File: config.mk
export PLATFORM = sky130hd
export DESIGN_NAME = if_bus_if
export DESIGN_NICKNAME = d
export VERILOG_FILES = /design/src/rtl/if_bus_if_pkg.sv /design/src/rtl/if_bus_if.sv
export SDC_FILE = /design/constraint.sdc
export NUM_CORES = 1
export LEC_CHECK = 0
export ABC_AREA = 0
export BUFFER_PORTS_ARGS = -buffer_cell sky130_fd_sc_hd__buf_2
export CORE_UTILIZATION = 51
export DETAILED_ROUTE_END_ITERATION = 10
export GPL_ROUTABILITY_DRIVEN = 0
export HOLD_SLACK_MARGIN = 0.08
export MAX_ROUTING_LAYER = met4
export PLACE_DENSITY = 0.85
export SLEW_MARGIN = 20
export SYNTH_ARGS = -nofsm -noshare
export SYNTH_HDL_FRONTEND = slang
export SYNTH_SLANG_ARGS = --single-unit
File: constraint.sdc
create_clock -name clk_i -period 5.81 [get_ports clk_i]
set_input_delay 0.8715 -clock clk_i [delete_from_list [all_inputs] [get_ports clk_i]]
set_output_delay 0.8715 -clock clk_i [all_outputs]
set_load 0.005 [all_outputs]
File: src/rtl/if_bus_if_pkg.sv
// Shared types and constants for the instruction-fetch bus master.
// Word-granular addressing: 30-bit word address, 32-bit instruction word.
package if_bus_if_pkg;

    localparam int IF_BUS_STATE_W = 2;
    localparam int WORD_ADDR_W    = 30;
    localparam int WORD_DATA_W    = 32;

    // Reset is active-high in this core.
    localparam logic RESET_ENABLE = 1'b1;

    localparam logic [WORD_DATA_W-1:0] ISA_NOP = 32'h0000_0000;

    typedef enum logic [IF_BUS_STATE_W-1:0] {
        IF_IDLE   = 2'd0,
        IF_REQ    = 2'd1,
        IF_ACCESS = 2'd2,
        IF_WAIT   = 2'd3
    } if_bus_state_e;

endpackage

File: src/rtl/if_bus_if.sv
// Instruction-fetch bus master: one-cycle SPM path plus a req/grant/ready
// external bus path, with busy back-pressure to pipeline control.
//
// state     | meaning
// ----------+---------------------------------------------------------
// IF_IDLE   | no bus fetch outstanding; SPM hits are served from here
// IF_REQ    | bus_req raised, waiting for bus_grnt
// IF_ACCESS | granted; bus_as pulses with the latched word address
// IF_WAIT   | waiting for bus_rdy; data dropped if the fetch was aborted
module if_bus_if
    import if_bus_if_pkg::*;
#(
    parameter logic [WORD_ADDR_W-1:0] SPM_BASE  = 30'h0000_0000,
    parameter int unsigned            SPM_DEPTH = 4096
) (
    input  logic                   clk_i,
    input  logic                   reset_i,
    input  logic                   stall_i,
    input  logic                   flush_i,
    input  logic [WORD_ADDR_W-1:0] addr_i,
    input  logic                   as_i,
    output logic [WORD_DATA_W-1:0] insn_o,
    output logic                   busy_o,
    output logic [WORD_ADDR_W-1:0] spm_addr_o,
    output logic                   spm_as_o,
    input  logic [WORD_DATA_W-1:0] spm_rd_data_i,
    output logic                   bus_req_o,
    input  logic                   bus_grnt_i,
    output logic [WORD_ADDR_W-1:0] bus_addr_o,
    output logic                   bus_as_o,
    input  logic                   bus_rdy_i,
    input  logic [WORD_DATA_W-1:0] bus_rd_data_i
);

    localparam logic [31:0] SPM_DEPTH_W = 32'(SPM_DEPTH);

    if_bus_state_e          state_q;
    logic                   abort_q;
    logic [WORD_ADDR_W-1:0] addr_q;
    logic [WORD_ADDR_W-1:0] bus_addr_q;
    logic                   bus_as_q;
    logic [WORD_DATA_W-1:0] insn_q;
    logic                   spm_pend_q;

    logic                   rst_act;
    logic [WORD_ADDR_W-1:0] spm_off;
    logic                   spm_hit;
    logic                   fetch_go;
    logic                   start_spm;
    logic                   start_bus;
    logic [WORD_DATA_W-1:0] insn_cur;
    logic                   insn_nop;
    logic                   insn_load;

    assign rst_act = (reset_i == RESET_ENABLE);

    // Offset compare wraps at 30 bits, so a window near the top of the map still decodes.
    assign spm_off = addr_i - SPM_BASE;
    assign spm_hit = ({2'b00, spm_off} < SPM_DEPTH_W);

    assign fetch_go  = (state_q == IF_IDLE) && as_i && !flush_i && !stall_i && !rst_act;
    assign start_spm = fetch_go && spm_hit;
    assign start_bus = fetch_go && !spm_hit;

    assign spm_addr_o = addr_i;
    assign spm_as_o   = start_spm;
    assign bus_addr_o = bus_addr_q;
    assign bus_as_o   = bus_as_q;

    // SPM read data arrives the cycle after the strobe and is shown directly,
    // then folded into insn_q so a following stall keeps it.
    assign insn_cur = spm_pend_q ? spm_rd_data_i : insn_q;
    assign insn_o   = insn_cur;

    always_comb begin
        busy_o    = 1'b0;
        bus_req_o = 1'b0;
        if (!rst_act) begin
            case (state_q)
                IF_IDLE: begin
                    busy_o    = start_bus;
                    bus_req_o = start_bus;
                end
                IF_REQ, IF_ACCESS: begin
                    busy_o    = 1'b1;
                    bus_req_o = 1'b1;
                end
                IF_WAIT: begin
                    busy_o    = !bus_rdy_i;
                    bus_req_o = !bus_rdy_i;
                end
                default: begin
                    busy_o    = 1'b0;
                    bus_req_o = 1'b0;
                end
            endcase
        end
    end

    always_ff @(posedge clk_i) begin
        if (rst_act) begin
            state_q    <= IF_IDLE;
            abort_q    <= 1'b0;
            addr_q     <= '0;
            bus_addr_q <= '0;
            bus_as_q   <= 1'b0;
        end else begin
            bus_as_q <= 1'b0;
            case (state_q)
                IF_IDLE: begin
                    if (start_bus) begin
                        addr_q  <= addr_i;
                        state_q <= IF_REQ;
                    end
                end
                IF_REQ: begin
                    // A grant is never abandoned; a flush in the same cycle only marks it aborted.
                    if (bus_grnt_i) begin
                        state_q    <= IF_ACCESS;
                        bus_as_q   <= 1'b1;
                        bus_addr_q <= addr_q;
                        abort_q    <= flush_i;
                    end else if (flush_i) begin
                        state_q <= IF_IDLE;
                    end
                end
                IF_ACCESS: begin
                    state_q <= IF_WAIT;
                    if (flush_i) begin
                        abort_q <= 1'b1;
                    end
                end
                IF_WAIT: begin
                    if (bus_rdy_i) begin
                        state_q <= IF_IDLE;
                        abort_q <= 1'b0;
                    end else if (flush_i) begin
                        abort_q <= 1'b1;
                    end
                end
                default: state_q <= IF_IDLE;
            endcase
        end
    end

    always_comb begin
        insn_nop  = 1'b0;
        insn_load = 1'b0;
        case (state_q)
            IF_IDLE: insn_nop = !stall_i && (flush_i || !as_i);
            IF_REQ:  insn_nop = flush_i && !bus_grnt_i;
            IF_WAIT: begin
                insn_nop  = bus_rdy_i && (abort_q || flush_i);
                insn_load = bus_rdy_i && !abort_q && !flush_i;
            end
            default: begin
                insn_nop  = 1'b0;
                insn_load = 1'b0;
            end
        endcase
    end

    always_ff @(posedge clk_i) begin
        if (rst_act) begin
            insn_q     <= ISA_NOP;
            spm_pend_q <= 1'b0;
        end else begin
            spm_pend_q <= start_spm;
            if (insn_nop) begin
                insn_q <= ISA_NOP;
            end else if (insn_load) begin
                insn_q <= bus_rd_data_i;
            end else begin
                insn_q <= insn_cur;
            end
        end
    end

endmodule

==> flow_summary_export.csv, run 1 <==
group,metric,value,unit
outcome,status,"finished, final reports clean",
floorplanning,die_h,95.4,um
synth,ys_seq_area_share,43.6,%
cts,cts_root_buffer,"clkbuf_8",
cts,post_cts_buffers,0,
power,p_total,0.00121,W
synth,ys.warnings.count,0,
floorplanning,core_area,8340,um^2
global_routing,grt_pass1_vias,3560,
power,internal-power,0.000896,W
finish,fin_area,5420,um^2
synth,synth_most_common_cell,"dfxtp_1",
finish,syn_to_final_growth,21.6,%
routing,drt-wirelength-per-cell,14.1,um
cts,clk_pin_slew,0.09,ns
routing,detail-route-antenna-nets,0,
power,pwr-share-comb,11.7,%
synth,ys.flop_type,"dfxtp_1",
sta,setup_viol,0,
cts,h-tree-depth,3,
synth,ys_ff_latch,97,
cts,clkLatencyLatePin,0.35,ns
cts,clock-sinks,97,
global_routing,grt_use_total,23.3,%
placement,place.port_buffers,196,
hold_path,worst_hold_path_type,"register to register",
sta,period_share,56.9,%
routing,vias_per_cell,5.18,
cts,clk_path_buf_depth,2,
setup_path,endpoint_kind,"primary output",
synth,syn_area_per_cell,9.13,um^2
sta,whs,0.448,ns
finish,drive_above_1_share,43.3,%
cts,cts_resized,0,
synth,synth_edf_count,0,
sta,relSlewSlack,36.3,%
setup_path,cp.arrival,2.43,ns
sta,period_needed,3.30,ns
setup_path,startpoint_type,"input pin",
sta,clock_skew,0.0108,ns
synth,yosys.cell_types.count,32,
power,switchingPower,0.000313,W
sta,rsz0062_at_grt,"no",
synth,synth.area.top_cells,"dfxtp_1, mux2_2, a2111oi_0",
global_routing,antenna_found_initial,1,
cts,cts_tree,"yes",
synth,synthCells,488,
power,vdd_drop_max,0.000129,V
finish,multi_input_area,2030,um^2
placement,dpl.hpwl,7.47,mm
global_routing,overflow,0,
global_routing,grt_start_max_net_pins,100,
power,cellLeakagePower,2.57,nW
sta,slew_viol_final,0,
setup_path,critPathMaxFanout,99,
power,power.share.switching,25.9,%
power,power_density,223,nW/um^2
cts,cts_hold_buffers,0,
setup_path,crit_type,"input pin to primary output",
finish,finish.net_count,741,
synth,synth_top_cells_by_count,"dfxtp_1, nand2_1, mux2_2",
routing,drcViolationCount,0,
synth,syn_area,4450,um^2
sta,hold_viol,0,
floorplanning,std_cell_rows,33,
routing,drt-initial-drc-count,138,
synth,synth_top_cell_area_share,43.6,%
finish,fillerInstances,712,
finish,regArea,1940,um^2
run,cap_violations,0,
synth,synth_nets,594,
synth,synth_area_leader_cell,"dfxtp_1",
floorplanning,die_w,95.4,um
routing,vias,3862,
sta,worstMarginPinSlew,0.955,ns
placement,dpl_cell_area,5250,um^2
floorplanning,start_util,53.4,%
routing,drt_pass1_iterations,7,
routing,wirelength,10.5,mm
setup_path,required,4.94,ns
floorplanning,die_area,9110,um^2
power,pwr-share-clk,31.7,%
synth,synthArstFlopShare,0,%
sta,fmax,303,MHz
cts,cts_buffers,9,
floorplanning,io_pins,197,
sta,setup_tns,0,ns
global_routing,grt_pass1_wl,16.0,mm
power,power_frac_seq,56.6,%
[cell type report]
class,instances,share of cell area [%]
flip-flops and latches,97,35.9
repair buffers,200,18.7
inverters,35,2.43
diodes,1,0.0462
well taps,105,2.43
multi-input cells,292,37.5
clock inverters,4,0.554
clock buffers,12,2.49
[through the flow]
step / setup slack, ns / util [%] / instances
2_1_floorplan: 2.86 / - / 488
3_3_place_gp: 2.57 / 62.8 / 729
3_5_place_dp: 2.52 / 62.9 / 729
4_1_cts: 2.51 / 64.9 / 745
5_1_grt: 2.40 / 64.9 / 746
6_report: 2.51 / 64.9 / 746
[cells in the final DEF, fill, tap and decap left out, types with 5 or more instances in the layout]
master / n
buf_2: 196
clkbuf_8: 9
nor2_1: 38
a21oi_1: 31
nand2_1: 62
nor2b_1: 33
inv_1: 35
mux2_2: 55
a2111oi_0: 32
mux2_1: 7
dfxtp_1: 97
ha_1: 5
[power by group through the flow]
stage / clock [W] / combinational, W / sequential, W
5_1_grt: 0.000423 / 0.000155 / 0.000686
4_1_cts: 0.000394 / 0.000141 / 0.000684
3_5_place_dp: 0 / 0.000140 / 0.000700
3_3_place_gp: 0 / 0.000134 / 0.000699
6_report: 0.000384 / 0.000141 / 0.000684
2_1_floorplan: 0 / 0.0000876 / 0.000698
[worst paths after layout]
| check | startpoint | to | slack, ns | depth (start not counted) |
|---|---|---|---|---|
| worst min register to register | addr_q[2] | bus_addr_o[2] | 0.45 | 2 |
| worst max-delay path | reset_i | bus_req_o | 2.51 | 7 |
| worst min-delay path | addr_q[2] | bus_addr_o[2] | 0.45 | 2 |
| worst max register to register | state_q[0] | insn_q[20] | 3.52 | 6 |
[worst max-delay path: stages]
cell,delay (ns)
buf_2,0.10
buf_4,0.37
nor2_1,0.19
nand3_1,0.14
o21bai_2,0.22
a211oi_1,0.34
buf_2,0.19
[state kept, by name, indices dropped and copies added, names as in the netlist, named ones only]
| signal | cells |
|---|---|
| abort_q | 1 |
| addr_q | 30 |
| bus_addr_o | 30 |
| bus_as_o | 1 |
| insn_q | 32 |
| spm_pend_q | 1 |
| state_q | 1 |
[kinds of logic (layout without fill, tap and decap cells)]
| group | after synthesis | after routing | synth area share (%) |
|---|---|---|---|
| buffers and inverters | 99 | 251 | 11.4 |
| adders and majority gates | 5 | 5 | 1.40 |
| other | 0 | 1 | 0 |
| DFF | 97 | 97 | 43.6 |
| AOI/OAI and AO/OA | 76 | 76 | 12.4 |
| muxes | 63 | 63 | 16.0 |
| and+or+nand+nor | 148 | 148 | 15.2 |
[metal layers]
metal / share of wire [%] / vias to the layer above / GRT usage, %
met4: 1.4 / 0 / 7.21
met5: 0 / - / -
li1: - / 1918 / -
met3: 7.9 / 15 / 6.38
met2: 49 / 158 / 40.9
met1: 41 / 1771 / 25.6
(Power assumes the default switching activity.)
==> inputs of run 2 (changes only) <==
CORE_UTILIZATION = 43   (was 51)
PLACE_DENSITY = 0.77   (was 0.85)
clock period = 2.9 ns   (was 5.81 ns; I/O delays follow)
==> flow_summary_export.csv, run 2 (same netlist as run 1, synthesis figures left out) <==
group,metric,value,unit
outcome,status,"finished, final reports clean",
placement,dpl.hpwl,7.89,mm
setup_path,crit_type,"register to primary output",
setup_path,rrSetupSlack,0.66,ns
setup_path,cp.arrival,2.26,ns
cts,clk_pin_slew,0.11,ns
placement,place_inst,760,
finish,top_register,"insn_q",
finish,multi_input_area,2030,um^2
sta,slew_viol_final,0,
hold_path,hold_start,"addr_i[0]",
sta,period_share,92.8,%
power,internal-power,0.00181,W
setup_path,critPathMaxFanout,5,
global_routing,grt_start_max_net_pins,65,
routing,vias,3888,
cts,cts_tree,"yes",
sta,period_needed,2.69,ns
routing,wirelength,10.9,mm
sta,rsz0062_at_grt,"no",
sta,setup_viol,0,
finish,regArea,1940,um^2
sta,whs,0.295,ns
floorplanning,die_h,104,um
finish,finish.net_count,744,
setup_path,required,2.47,ns
hold_path,worst_hold_path_type,"input pin to register",
cts,clk_path_buf_depth,2,
routing,drt-initial-drc-count,143,
setup_path,startpoint_type,"register",
power,cellLeakagePower,2.59,nW
sta,hold_viol,0,
floorplanning,io_pins,197,
sta,fmax,372,MHz
routing,drcViolationCount,0,
placement,place.port_buffers,196,
hold_path,min_to,"addr_q[0]",
sta,worstMarginPinSlew,0.773,ns
cts,cts_buffers,9,
run,cap_violations,0,
finish,final_common_cell,"buf_2",
global_routing,overflow,0,
sta,setup_tns,0,ns
power,power.share.switching,27.5,%
sta,relSlewSlack,48.5,%
cts,clkLatencyLatePin,0.37,ns
floorplanning,die_w,104,um
power,power_density,455,nW/um^2
power,power_frac_seq,54.9,%
power,p_total,0.00250,W
finish,layout_common_cells,"buf_2, dfxtp_1, nand2_1",
power,pwr-share-clk,33.5,%
global_routing,grt_pass1_vias,3675,
routing,drt-wirelength-per-cell,14.1,um
global_routing,grt_pass1_wl,17.5,mm
routing,drt_pass1_iterations,4,
finish,largest_reg_flops,32,
cts,h-tree-depth,3,
setup_path,r2r_cells,6,
finish,drive_above_1_share,44.0,%
power,vdd_drop_max,0.000304,V
sta,clock_skew,0.0169,ns
power,pwr-share-comb,11.6,%
floorplanning,start_util,44.9,%
cts,clock-sinks,97,
finish,fillerInstances,910,
routing,vias_per_cell,5.00,
floorplanning,std_cell_rows,36,
floorplanning,core_area,9910,um^2
hold_path,hold_path_depth,2,
global_routing,grt_use_total,20.6,%
setup_path,reg2reg_to,"insn_q[15]",
finish,final_cells,778,
finish,syn_to_final_growth,23.5,%
power,switchingPower,0.000687,W
floorplanning,die_area,10800,um^2
setup_path,endpoint_kind,"primary output",
routing,detail-route-antenna-nets,0,
cts,cts_root_buffer,"clkbuf_8",
global_routing,antenna_found_initial,2,
[run 2: what timing repair did]
action,CTS,global route
buffers inserted,0,0
endpoints found under the setup margin,0,2
resized for setup,0,2
hold buffers,0,0
[run 2: metrics by stage]
step,setup WS [ns],instance area [um^2],util (%)
final,0.209,5500,55.5
after global routing,0.0627,5500,55.5
after CTS,0.0859,5490,55.4
after detailed placement,0.519,5300,53.5
after global placement,0.444,5290,53.4
after floorplan,0.558,4450,-
[run 2: how the worst max path moves through the flow]
stage / endpoint / from / slack [ns]
after CTS: busy_o / state_q[0] / 0.09
after floorplan: busy_o / state_q[0] / 0.56
after global routing: busy_o / state_q[0] / 0.06
after global placement: insn_q[9] / state_q[0] / 0.44
final: busy_o / state_q[0] / 0.21
after detailed placement: addr_q[11] / addr_i[12] / 0.52
[run 2: power groups by stage]
| stage | combinational (W) | clock [W] | sequential [W] |
|---|---|---|---|
| after floorplan | 0.000175 | 0 | 0.00140 |
| after global placement | 0.000277 | 0 | 0.00140 |
| after detailed placement | 0.000289 | 0 | 0.00140 |
| after CTS | 0.000290 | 0.000860 | 0.00137 |
| after global routing | 0.000321 | 0.000913 | 0.00137 |
| final | 0.000291 | 0.000838 | 0.00137 |
[run 2: layout make-up]
cell class / instances / area share (%)
multi-input combinational: 292 / 37.0
tap: 133 / 3.03
antenna: 2 / 0.0910
clock buffer: 9 / 2.25
inverter: 35 / 2.39
sequential: 97 / 35.3
clock inverter: 7 / 1.14
timing repair buffer: 203 / 18.8
[run 2: worst max-delay path, cell delays in order (launching register included)]
cell      delay, ns
dfxtp_1        0.37
inv_1          0.15
ha_2           0.28
nor2b_2        0.20
nand3_1        0.15
o21bai_2       0.23
a211oi_1       0.33
buf_2          0.18
[run 2: layer usage]
| metal | share of wire (%) | up-vias | global-route usage [%] |
|---|---|---|---|
| met3 | 7.5 | 18 | 5.03 |
| met5 | 0 | - | - |
| li1 | - | 1926 | - |
| met4 | 1.7 | 0 | 8.06 |
| met2 | 49 | 168 | 35.2 |
| met1 | 42 | 1776 | 23.1 |
